`src/rtl/vend_apb_cfg_master_pkg.sv`:
```
// vend_apb_cfg_master_pkg
//   Shared types and constants for the vending item-configuration APB master.
//   - state_t       : command FSM states
//   - *_LSB         : bit offsets of the fields inside a 32-bit item word
//   - DEFAULT_ITEM  : item word a freshly initialised entry holds
//   - item_word()   : packs sold/stock/price into an item word
package vend_apb_cfg_master_pkg;

    typedef enum logic [1:0] {
        ST_IDLE   = 2'd0,
        ST_SETUP  = 2'd1,
        ST_ACCESS = 2'd2,
        ST_RESP   = 2'd3
    } state_t;

    localparam int PRICE_LSB = 0;
    localparam int STOCK_LSB = 16;
    localparam int SOLD_LSB  = 24;

    // sold = 0, stock = 100, price = 10
    localparam logic [31:0] DEFAULT_ITEM = {8'd0, 8'd100, 16'h000A};

    function automatic logic [31:0] item_word(input logic [7:0]  sold,
                                               input logic [7:0]  stock,
                                               input logic [15:0] price);
        logic [31:0] w;
        w = '0;
        w[SOLD_LSB  +: 8]  = sold;
        w[STOCK_LSB +: 8]  = stock;
        w[PRICE_LSB +: 16] = price;
        return w;
    endfunction

endpackage

```
`src/rtl/vend_cmd_fifo.sv`:
```
// vend_cmd_fifo
//   Synchronous command queue, read-ahead (head word visible on rdata while
//   !empty). Read/write pointers plus an occupancy count; push and pop may
//   occur in the same cycle. Pushes while full and pops while empty are ignored.
//   Ports:
//     pclk, prstn      clock, async active-low reset (flushes the queue)
//     push, wdata      enqueue request and word
//     pop              dequeue the head word
//     rdata            head word
//     full, empty      occupancy flags
module vend_cmd_fifo #(
    parameter int WIDTH = 39,
    parameter int DEPTH = 4
) (
    input  logic             pclk,
    input  logic             prstn,
    input  logic             push,
    input  logic [WIDTH-1:0] wdata,
    input  logic             pop,
    output logic [WIDTH-1:0] rdata,
    output logic             full,
    output logic             empty
);

    localparam int AW    = (DEPTH > 1) ? $clog2(DEPTH) : 1;
    localparam int CNT_W = AW + 1;

    logic [WIDTH-1:0] mem [DEPTH];
    logic [AW-1:0]    wr_ptr;
    logic [AW-1:0]    rd_ptr;
    logic [CNT_W-1:0] count;
    logic             do_push;
    logic             do_pop;

    assign full    = (count == CNT_W'(DEPTH));
    assign empty   = (count == '0);
    assign do_push = push && !full;
    assign do_pop  = pop && !empty;
    assign rdata   = mem[rd_ptr];

    always_ff @(posedge pclk or negedge prstn) begin
        if (!prstn) begin
            wr_ptr <= '0;
            rd_ptr <= '0;
            count  <= '0;
        end else begin
            if (do_push) wr_ptr <= (wr_ptr == AW'(DEPTH - 1)) ? '0 : wr_ptr + AW'(1);
            if (do_pop)  rd_ptr <= (rd_ptr == AW'(DEPTH - 1)) ? '0 : rd_ptr + AW'(1);
            case ({do_push, do_pop})
                2'b10:   count <= count + CNT_W'(1);
                2'b01:   count <= count - CNT_W'(1);
                default: count <= count;
            endcase
        end
    end

    // Storage needs no reset: entries are only read once the count covers them.
    always_ff @(posedge pclk) begin
        if (do_push) mem[wr_ptr] <= wdata;
    end

endmodule

```
`src/rtl/vend_apb_cfg_master.sv`:
```
// vend_apb_cfg_master
//   APB initiator for the vending core's per-item configuration table.
//   Item-level commands are queued, each becomes one APB SETUP/ACCESS
//   transfer, and one response is returned per command, in order.
//   Ports:
//     pclk, prstn                      APB clock, async active-low reset
//     cmd_valid/ready/write/index/wdata command stream (ready = queue not full)
//     rsp_valid/ready/rdata/err        response stream
//     psel, penable, pwrite, paddr, pwdata, prdata, pready, pslverr
//                                      APB initiator port (word-index paddr)
//     busy                             transfer in flight or queue non-empty
module vend_apb_cfg_master
    import vend_apb_cfg_master_pkg::*;
#(
    parameter int ITEMS      = 64,
    parameter int FIFO_DEPTH = 4,
    parameter int TIMEOUT    = 16
) (
    input  logic                     pclk,
    input  logic                     prstn,
    input  logic                     cmd_valid,
    output logic                     cmd_ready,
    input  logic                     cmd_write,
    input  logic [$clog2(ITEMS)-1:0] cmd_index,
    input  logic [31:0]              cmd_wdata,
    output logic                     rsp_valid,
    input  logic                     rsp_ready,
    output logic [31:0]              rsp_rdata,
    output logic                     rsp_err,
    output logic                     psel,
    output logic                     penable,
    output logic                     pwrite,
    output logic [31:0]              paddr,
    output logic [31:0]              pwdata,
    input  logic [31:0]              prdata,
    input  logic                     pready,
    input  logic                     pslverr,
    output logic                     busy
);

    localparam int IDX_W = $clog2(ITEMS);
    localparam int CMD_W = 1 + IDX_W + 32;

    state_t           state;
    state_t           state_nxt;
    logic             fifo_full;
    logic             fifo_empty;
    logic             fifo_pop;
    logic [CMD_W-1:0] fifo_head;
    logic [4:0]       wait_cnt;
    logic             timeout_hit;

    assign cmd_ready = !fifo_full;

    vend_cmd_fifo #(
        .WIDTH (CMD_W),
        .DEPTH (FIFO_DEPTH)
    ) u_fifo (
        .pclk  (pclk),
        .prstn (prstn),
        .push  (cmd_valid && cmd_ready),
        .wdata ({cmd_write, cmd_index, cmd_wdata}),
        .pop   (fifo_pop),
        .rdata (fifo_head),
        .full  (fifo_full),
        .empty (fifo_empty)
    );

    assign timeout_hit = (wait_cnt == 5'(TIMEOUT - 1));

    always_comb begin
        state_nxt = state;
        fifo_pop  = 1'b0;
        case (state)
            ST_IDLE: begin
                if (!fifo_empty) begin
                    fifo_pop  = 1'b1;
                    state_nxt = ST_SETUP;
                end
            end
            ST_SETUP:  state_nxt = ST_ACCESS;
            ST_ACCESS: begin
                if (pready || timeout_hit) state_nxt = ST_RESP;
            end
            ST_RESP: begin
                if (rsp_ready) state_nxt = ST_IDLE;
            end
            default:   state_nxt = ST_IDLE;
        endcase
    end

    always_ff @(posedge pclk or negedge prstn) begin
        if (!prstn) state <= ST_IDLE;
        else        state <= state_nxt;
    end

    // Decoded straight from the state register so reset drops them at once.
    assign psel      = (state == ST_SETUP) || (state == ST_ACCESS);
    assign penable   = (state == ST_ACCESS);
    assign rsp_valid = (state == ST_RESP);
    assign busy      = (state != ST_IDLE) || !fifo_empty;

    // Address/control/data are loaded only on a pop, so they stay stable
    // through SETUP/ACCESS and linger afterwards until the next command.
    always_ff @(posedge pclk or negedge prstn) begin
        if (!prstn) begin
            pwrite <= 1'b0;
            paddr  <= '0;
            pwdata <= '0;
        end else if (fifo_pop) begin
            pwrite <= fifo_head[CMD_W-1];
            paddr  <= 32'(fifo_head[32 +: IDX_W]);
            pwdata <= fifo_head[31:0];
        end
    end

    // Cleared on entry to ACCESS (i.e. while in SETUP), saturating.
    always_ff @(posedge pclk or negedge prstn) begin
        if (!prstn) begin
            wait_cnt <= '0;
        end else if (state == ST_SETUP) begin
            wait_cnt <= '0;
        end else if ((state == ST_ACCESS) && (wait_cnt != 5'h1F)) begin
            wait_cnt <= wait_cnt + 5'd1;
        end
    end

    always_ff @(posedge pclk or negedge prstn) begin
        if (!prstn) begin
            rsp_rdata <= '0;
            rsp_err   <= 1'b0;
        end else if (state == ST_ACCESS) begin
            if (pready) begin
                rsp_rdata <= pwrite ? 32'd0 : prdata;
                rsp_err   <= pslverr;
            end else if (timeout_hit) begin
                rsp_rdata <= 32'd0;
                rsp_err   <= 1'b1;
            end
        end
    end

endmodule
```
`config.mk`:
```
export PLATFORM = sky130hd
export DESIGN_NAME = vend_apb_cfg_master
export DESIGN_NICKNAME = d
export VERILOG_FILES = /design/src/rtl/vend_apb_cfg_master_pkg.sv /design/src/rtl/vend_cmd_fifo.sv /design/src/rtl/vend_apb_cfg_master.sv
export SDC_FILE = /design/constraint.sdc
export NUM_CORES = 1
export LEC_CHECK = 0
export CORE_UTILIZATION = 36
export DETAILED_ROUTE_END_ITERATION = 12
export SYNTH_ARGS = -nofsm -noshare
export SYNTH_HDL_FRONTEND = slang
export SYNTH_SLANG_ARGS = --single-unit
```
`constraint.sdc`:
```
create_clock -name pclk -period 3.7 [get_ports pclk]
set_input_delay 1.11 -clock pclk [delete_from_list [all_inputs] [get_ports pclk]]
set_output_delay 1.11 -clock pclk [all_outputs]
set_load 0.02 [all_outputs]
```
After elaboration in Yosys (flattened, before gate mapping)
Memory sizes are Yosys's and may differ from the RTL's. A register that Yosys moved wholly into a read port is not among the register bits. Index checks and enable logic that the tools add are counted.

Add/subtract/negate cells: 5. $mul: 0. Divide/modulo/power cells: 0. Magnitude comparators: 0. Equality and inequality tests: 13. Shifts and indexed selects: 0. Mux-type cells: 18. Bitwise logic cells: 0. Reductions and logical operators: 18.

Operators by type and width (count): 2-to-1 mux 32 bit (3); equality test 2 bit (second input constant) (5); 2-to-1 mux 2 bit (5); 2-to-1 mux 5 bit (2); case mux 2 bit (4 select lines) (1); nonzero test 2 bit (4); 2-to-1 mux 1 bit (6); case mux 3 bit (2 select lines) (1); adder 5 x 1 -> 5 bit (second input constant) (1); equality test 5 x 4 -> 1 bit (second input constant) (1); inequality test 5 bit (second input constant) (1); adder 2 x 1 -> 2 bit (second input constant) (2); equality test 2 x 1 -> 1 bit (second input constant) (2); logical AND 1 bit (4); inequality test 2 x 1 -> 1 bit (second input constant) (2); adder 3 x 1 -> 3 bit (second input constant) (1); equality test 3 bit (second input constant) (1); logical NOT 1 bit (3); logical NOT 3 bit (1); logical OR 1 bit (3); AND reduction 3 bit (1); subtractor 3 x 1 -> 3 bit (second input constant) (1); logical NOT 2 bit (1); inequality test 2 bit (second input constant) (1); AND reduction 2 bit (1).

Register bits: 47. Bits in latches: 0. Bits in writable memories: 156. ROM bits: 0. Bits of input ports: 77. Output and inout port bits: 103. Logic and storage cells: 62. Memories kept: 1.

Memories: u_fifo.mem (depth 4, bits a word 39, read ports 1, clocked after memory_dff 1, wr ports 1, RTL line vend_cmd_fifo.sv:28) `logic [WIDTH-1:0] mem [DEPTH];`.

Longest topological paths before layout
Gate-level depths: netlist of run 1.

Depth after elaboration: 6. Depth in mapped cells: 10. Mapped depth without buffers: 9.

Hierarchy
Synthesis of run 1 repeated with hierarchy kept, for this count alone.

Cell total of the unflattened synthesis: 544. Area, all modules: 9532.9 um^2.

By module, submodules not included: vend_cmd_fifo (times used 1, cells each 245, area each 6123.4 um^2, seq. area each 4859.7 um^2); vend_apb_cfg_master (times used 1, cells each 299, area each 3409.5 um^2, seq. area each 1976.9 um^2).

Worst setup path after synthesis of run 1
OpenSTA, ideal clock, no wires.

Path kind: input to register. From: input port cmd_valid. To: register u_fifo.count[2]. Setup time: 0.127 ns. Data arrival time: 2.197 ns. Data required time: 3.573 ns. Slack: 1.376 ns. Cell stages on the path: 7. Buffers on the path: 0. Cell sequence: and2_4 inv_1 ha_1 fa_1 xnor2_1 nor2_1 xor2_1.

Longest elaborated chain between the ends: 4. Elaborated cells between the ends (all ways): 6. Classes of those cells: 2 x eq/ne; 1 x mux; 3 x reduce/logical.

Ends and longest elaborated chain: start: declaration (RTL line vend_apb_cfg_master.sv:21) `input logic cmd_valid,`; logical AND 1 bit * (RTL line vend_apb_cfg_master.sv:61) `.push (cmd_valid && cmd_ready),`; logical AND 1 bit * (RTL line vend_cmd_fifo.sv:37) `assign do_push = push && !full;`; equality test 2 x 1 -> 1 bit or equality test 2 bit (tied branches) (RTL line vend_cmd_fifo.sv:49) `case ({do_push, do_pop})`; case mux 3 bit (2 select lines) or nonzero test 2 bit (tied branches); end signal: assignment (RTL line vend_cmd_fifo.sv:50) `2'b10: count <= count + CNT_W'(1);`; end signal: assignment (RTL line vend_cmd_fifo.sv:51) `2'b01: count <= count - CNT_W'(1);`; end signal: assignment (RTL line vend_cmd_fifo.sv:52) `default: count <= count;`; end: declaration (RTL line vend_cmd_fifo.sv:31) `logic [CNT_W-1:0] count;`.

Every way passes the cells marked *; elsewhere a longest branch is shown, timed or not. A chain may end at the register's enable or synchronous reset.

Worst setup path after layout of run 1
From: register state[0]. To: output port penable.

Longest elaborated chain between the ends: 1.

Ends and longest elaborated chain: start: declaration (RTL line vend_apb_cfg_master.sv:44) `state_t state;`; start signal: assignment (RTL line vend_apb_cfg_master.sv:94) `else state <= state_nxt;`; equality test 2 bit (RTL line vend_apb_cfg_master.sv:99) `assign penable = (state == ST_ACCESS);`; end: declaration (RTL line vend_apb_cfg_master.sv:31) `output logic penable,`.

No other way between the ends.

==> results.toml, run 1 <==
[routing]
drt_first_pass_iters = 4
wl_per_cell_microns = 17.3
drc_errors = 0
drt-total-wl_mm = 18.2
via_count = 5001
antenna_left = 0
viasPerCell = 4.74
drtIter0Drc = 259

[place]
dpl.hpwl_mm = 11.1
port_buffers = 153
gp_congestion = 0.796
dp_slack_ns = 0.737

[floorplanning]
core_sq_um = 25500
start_util_pct = 37.1
num_io_pins = 180
die_height_microns = 164
rows = 58
dieArea_sq_um = 26900
die_w_microns = 164

[run]
drv_cap = 0

[clocking]
clockBufferDepth = 3
cts_tree = "yes"
path_clk_slew_ns = 0.06
cts_setup_buffers = 0
numCtsBuffers = 27
clk_latency_ns = 0.53
hold_buffers = 0
clock-sinks = 242
cts.htree.levels = 1
root_buffer = "clkbuf_16"
ctsResizeCount = 0

[critical_path]
slowest_stage = "clkdlybuf4s50_1"
path_class = "reg -> out"
worstPathCellList = "inv_1 -> ha_1 -> clkdlybuf4s50_1"
cp-start-kind = "flip-flop"
timing.rr.end = "u_fifo.count[1]"
cp.arrival_ns = 2.12
end_kind = "output port"
r2r_cells = 6
crit_path_max_fanout = 8
cp.required_ns = 2.59
critical_path.max_stage_delay_ns = 0.69
regToRegSetupSlack_ns = 1.52
reg2reg_from = "u_fifo.count[0]"

[layout]
multi_input_area_sq_um = 2360
layout.nets = 796
regArea_sq_um = 6840
drive_above_1_share_pct = 20.1
fillers = 2150
area_growth_pct = 28.3

[sta]
tns_ns = 0
fin_crit_ns = 3.23
timing.fmax_mhz = 310
rsz0062_at_grt = "false"
drv_slew = 0
finClkSkew_ns = 0.00956
slew_headroom_pct = 29.5
worst_pin_slew_ns = 1.06
finalSetupViolations = 0
worst_slack_ns = 0.473
hold_viol_final = 0
min_period_over_period_pct = 87.2

[synthesis]
synth_warnings = 0
synthTopCellsByArea = "edfxtp_1, dfrtp_1, mux4_2"
syn_area_per_cell_sq_um = 17.6
synthArstFlopShare_pct = 35.5
yosysTopAreaCell = "edfxtp_1"
synth-edff-count = 156
ys_ff_latch = 242
yosys.area.top_type_share_pct = 49.5
synth_area_sq_um = 9460
synth_cells = 538
seq_area_frac_synth_pct = 72.3
yosysUniqueCellTypes = 36
synthFlopType = "edfxtp_1"

[outcome]
status = "complete, no violations"

[pwr]
p_per_area_nw_per_um2 = 817
power.leakage_nw = 4.48
power.total_mw = 9.90
peakVddDrop_mv = 0.535

[global_route]
grt_antenna_before_repair = 1
grt_pass1_wl_mm = 28.8
grt.total_usage_pct = 14.0
grt_start_max_net_pins = 67
grt_pass1_vias = 5340
grt.overflow.total = 0

[hold_path]
min_to = "rsp_rdata[20]"
hold_path_startpoint = "rsp_rdata[20]"
hp-class = "reg -> reg"
whs_path_depth = 2
## sequential cells by signal, summed over array words and instances (netlist names)
register       flops
rsp_rdata         32
pwrite             1
state              2
wait_cnt           5
rsp_err            1
u_fifo.rd_ptr      2
u_fifo.mem       156
paddr              6
u_fifo.wr_ptr      2
pwdata            32
u_fifo.count       3
## cells in the mapped netlist (4+ instances only)
cell type and n:
edfxtp_1 156, dfrtp_1 86, nand2_1 68, mux2_2 41
mux4_2 39, o21ai_0 34, buf_4 26, clkbuf_1 15
ha_1 14, inv_1 9, nor2_1 7, buf_6 5
and3_2 4, buf_2 4
## per-layer routing
metal  global-route usage, %  part of all wire (%)
met3                    3.76                   7.6
met4                    3.37                   2.0
met1                    17.6                    43
met5                       0                     0
met2                    23.9                    48
## worst max path at each step
| stage | from | endpoint | slack (ns) | cells after the start |
|---|---|---|---|---|
| detailed placement | cmd_valid | u_fifo.count[2] | 0.74 | 8 |
| global route | state[0] | penable | 0.39 | 3 |
| CTS | state[0] | penable | 0.44 | 3 |
| global placement | cmd_valid | u_fifo.count[2] | 0.77 | 8 |
| floorplan | cmd_valid | u_fifo.count[2] | 1.38 | 7 |
| finish | state[0] | penable | 0.47 | 3 |
## cells by family (layout without fill, tap and decap cells)
logic type               count (synthesis)  count (layout)  share of synthesized area, %
flip-flops                             242             242                          72.3
AND/OR/NAND/NOR                         91              91                          4.16
multiplexers                            84              84                          14.7
buffers and inverters                   59             221                          3.82
AO/OA/AOI/OAI                           41              41                          2.43
adder cells (fa/ha/maj)                 15              15                          2.06
XOR/XNOR                                 5               5                         0.463
other                                    1              27                        0.0397
## cell type report
cell class,instances,share of cell area [%]
repair buffers,162,13.2
diodes,1,0.0206
clock inverters,8,0.526
multi-input cells,262,19.5
clock buffers,42,6.70
flip-flops and latches,242,56.4
well taps,330,3.40
inverters,9,0.279
## stage by stage
step | cells | hold slack [ns] | util [%] | instance area [sq um]
2_1_floorplan | 563 | 0.514 | - | 9550
3_3_place_gp | 1005 | 0.462 | 44.2 | 11200
3_5_place_dp | 1005 | 0.471 | 44.2 | 11200
4_1_cts | 1055 | 0.483 | 47.6 | 12100
5_1_grt | 1055 | 0.512 | 47.6 | 12100
6_report | 1056 | 0.477 | 47.6 | 12100
## worst max-delay path: cells and delay by family, from the launching register on
family / cells / cell delay, ns
fa+ha+maj: 1 / 0.37
flops: 1 / 0.40
buf+inv: 2 / 0.82
## power breakdown
| group | switching [mW] | total (mW) | leakage [nW] | internal [mW] |
|---|---|---|---|---|
| clock | 1.04 | 2.55 | 0.429 | 1.52 |
| sequential | 0.515 | 4.18 | 2.50 | 3.67 |
| combinational | 1.50 | 3.17 | 1.55 | 1.67 |
## cells in the final DEF (no fill, tap or decap), types with 7 or more instances in the layout
cell / instances
edfxtp_1: 156
clkdlybuf4s50_1: 152
dfrtp_1: 84
nand2_1: 68
mux2_2: 41
mux4_2: 39
o21ai_0: 33
clkbuf_16: 27
conb_1: 26
ha_1: 14
buf_4: 10
inv_1: 9
clkbuf_8: 8
nor2_1: 7
clkbuf_1: 7
Power figures use the tool's default switching activity.
==> run 2: changes to the inputs <==
- SLEW_MARGIN: default -> 30
- SYNTH_HIERARCHICAL: default -> 1
==> run 2 against run 1 <==
Effect of this change: critical endpoint is now busy; sequential power hardly changed; clock power grew 4%; via count grew 0.60%; final cell count up 0.76%; non-clock buffer count stayed put; highest routed layer unchanged; largest power group unchanged; sequential share of layout area shrank 0.47 points; die area grew 0.81%; core utilization down 0.53 points; worst hold slack better by 0.0067 ns; synthesized area grew 0.82%.
==> results.toml, run 2 <==
[outcome]
status = "complete, no violations"

[critical_path]
path_class = "reg -> out"
regToRegSetupSlack_ns = 1.39
worstPathCellList = "nor3_1 -> nand2_1 -> clkdlybuf4s50_1"
cp_num_buf_inv = 1
cp.required_ns = 2.59
critical_path.max_stage_delay_ns = 0.59
cp.arrival_ns = 2.21
crit_path_max_fanout = 4
cpLargestDelayFamily = "simple AND/OR/NAND/NOR gates"
cp-start-kind = "flip-flop"
slowest_stage = "clkdlybuf4s50_1"
end_kind = "output port"

[clocking]
cts.htree.levels = 1
ctsResizeCount = 0
numCtsBuffers = 26
clockBufferDepth = 3
hold_buffers = 0
root_buffer = "clkbuf_16"
path_clk_slew_ns = 0.05
cts_setup_buffers = 0
cts_tree = "yes"
clk_latency_ns = 0.52
clock-sinks = 242

[layout]
reg.largest.list = "u_fifo/mem: 156 flops, pwdata: 32 flops, rsp_rdata: 32 flops"
final_common_cell = "edfxtp_1"
stdcell_area_sq_um = 12200
multi_input_area_sq_um = 2370
diodes = 0
top_register = "u_fifo/mem"
layout.nets = 801
instances_no_fill = 1064
fillers = 2231
area_growth_pct = 28.3
final_cell_mix = "edfxtp_1, clkdlybuf4s50_1, dfrtp_1"
regArea_sq_um = 6840
drive_above_1_share_pct = 14.8
largest_reg_flops = 156

[sta]
fin_crit_ns = 3.32
rsz0062_at_grt = "false"
min_period_over_period_pct = 89.7
worst_pin_slew_ns = 0.847
timing.fmax_mhz = 301
hold_viol_final = 0
slew_headroom_pct = 43.5
drv_slew = 0
tns_ns = 0
worst_slack_ns = 0.382
finClkSkew_ns = 0.0105
finalSetupViolations = 0

[synthesis]
yosysTopAreaCell = "edfxtp_1"
seq_area_frac_synth_pct = 71.7
synth_warnings = 6
synth_cells = 544
yosysUniqueCellTypes = 36
synth.most_common_cell = "edfxtp_1"
synthTopCellsByArea = "edfxtp_1, dfrtp_1, mux4_2"
yosys.area.top_type_share_pct = 49.1
ys_ff_latch = 242
synth-edff-count = 156
syn_area_per_cell_sq_um = 17.5
synthFlopType = "edfxtp_1"
synth_area_sq_um = 9530
synth_common_cells = "edfxtp_1, dfrtp_1, nand2_1"
synthArstFlopShare_pct = 35.5

[global_route]
grt_pass1_vias = 5345
grt_antenna_before_repair = 0
grt_start_max_net_pins = 66
grt.total_usage_pct = 13.8
grt.overflow.total = 0
grt_pass1_wl_mm = 28.4

[pwr]
p_sw_share_pct = 30.8
peakVddDrop_mv = 0.479
pwr-share-seq_pct = 41.8
netSwitchingPower_mw = 3.08
p_per_area_nw_per_um2 = 818
clockPowerShare_pct = 26.5
pwr-share-comb_pct = 31.7
power.leakage_nw = 4.51
cellInternalPower_mw = 6.92

[hold_path]
hp-class = "reg -> reg"

[floorplanning]
die_w_microns = 165
core_sq_um = 26000
num_io_pins = 180
start_util_pct = 36.7
die_height_microns = 165
dieArea_sq_um = 27100
rows = 59

[place]
dpl.hpwl_mm = 11.8
port_buffers = 153
dp_slack_ns = 0.622
dp.cells = 1016
gp_congestion = 0.862
placed_cell_area_sq_um = 11300

[routing]
drtIter0Drc = 263
drt-total-wl_mm = 18.5
viasPerCell = 4.73
via_count = 5031
drc_errors = 0
drt_first_pass_iters = 4
wl_per_cell_microns = 17.3
antenna_left = 0

[run]
drv_cap = 0
[run 2: changes by cell type in the layout (fill, tap and decap cells not counted), sizes merged, moves of 2 or more]
cell      previous run  this run
clkinvlp             2         0
nor2b                2         5
clkbuf              42        35
clkinv               4         9
bufinv               0         3
and3                 5         1
inv                 11        15
nor2                 7        10
and2                 1         4
a21oi                3         1
[run 2: layout make-up]
type / instances / area share [%]
tap: 335 / 3.43
timing repair buffer: 162 / 13.5
clock inverter: 13 / 1.26
inverter: 14 / 0.430
sequential: 242 / 55.9
multi-input combinational: 263 / 19.4
clock buffer: 35 / 6.11
[run 2: cells by family (layout without fill, tap and decap cells)]
kind of cell	Yosys count	count (layout)	synth area share, %
xor+xnor	5	5	0.459
fa+ha+maj	15	15	2.05
buf+inv	64	224	4.65
other cells	1	26	0.0393
mux	85	85	14.7
flops	242	242	71.7
simple gates	93	93	4.23
compound gates	39	39	2.19
[run 2: metrics by stage]
stage	utilization, %	power, mW	hold slack, ns
2_1_floorplan	-	6.22	0.455
3_3_place_gp	43.6	7.39	0.470
4_1_cts	47.1	10.2	0.489
6_report	47.1	10.0	0.484
5_1_grt	47.1	10.6	0.493
3_5_place_dp	43.6	7.48	0.474
[run 2: path summary, 6_finish.rpt]
path,start,endpoint,cells after the start
setup reg to reg,u_fifo/count[0],u_fifo/count[2],9
hold / removal,rsp_rdata[27],rsp_rdata[27],2
max in group asynchronous,prstn,pwdata[24],2
setup / recovery,u_fifo/count[0],busy,3
min in group asynchronous,prstn,rsp_rdata[28],1
hold reg to reg,rsp_rdata[27],rsp_rdata[27],2
[run 2: worst min-delay path, delay by kind of cell (launching register included)]
kind | cells | cell delay (ns)
DFF | 1 | 0.34
AOI/OAI and AO/OA | 1 | 0.06
and+or+nand+nor | 1 | 0.05
[run 2: power by group through the flow]
stage	registers (mW)	logic, mW	clock network, mW
final	4.18	3.18	2.65
after global routing	4.30	3.45	2.84
after CTS	4.21	3.25	2.73
after detailed placement	4.26	3.22	0
after global placement	4.21	3.18	0
after floorplan	4.35	1.88	0
[run 2: layer usage]
layer	part of all wire, %	global-route usage, %	up-vias	wire (microns)
li1	-	-	2292	-
met1	43	17.7	2510	8010
met2	48	23.9	200	8880
met3	6.6	2.56	29	1230
met4	1.8	3.88	0	337
met5	0	0	-	0
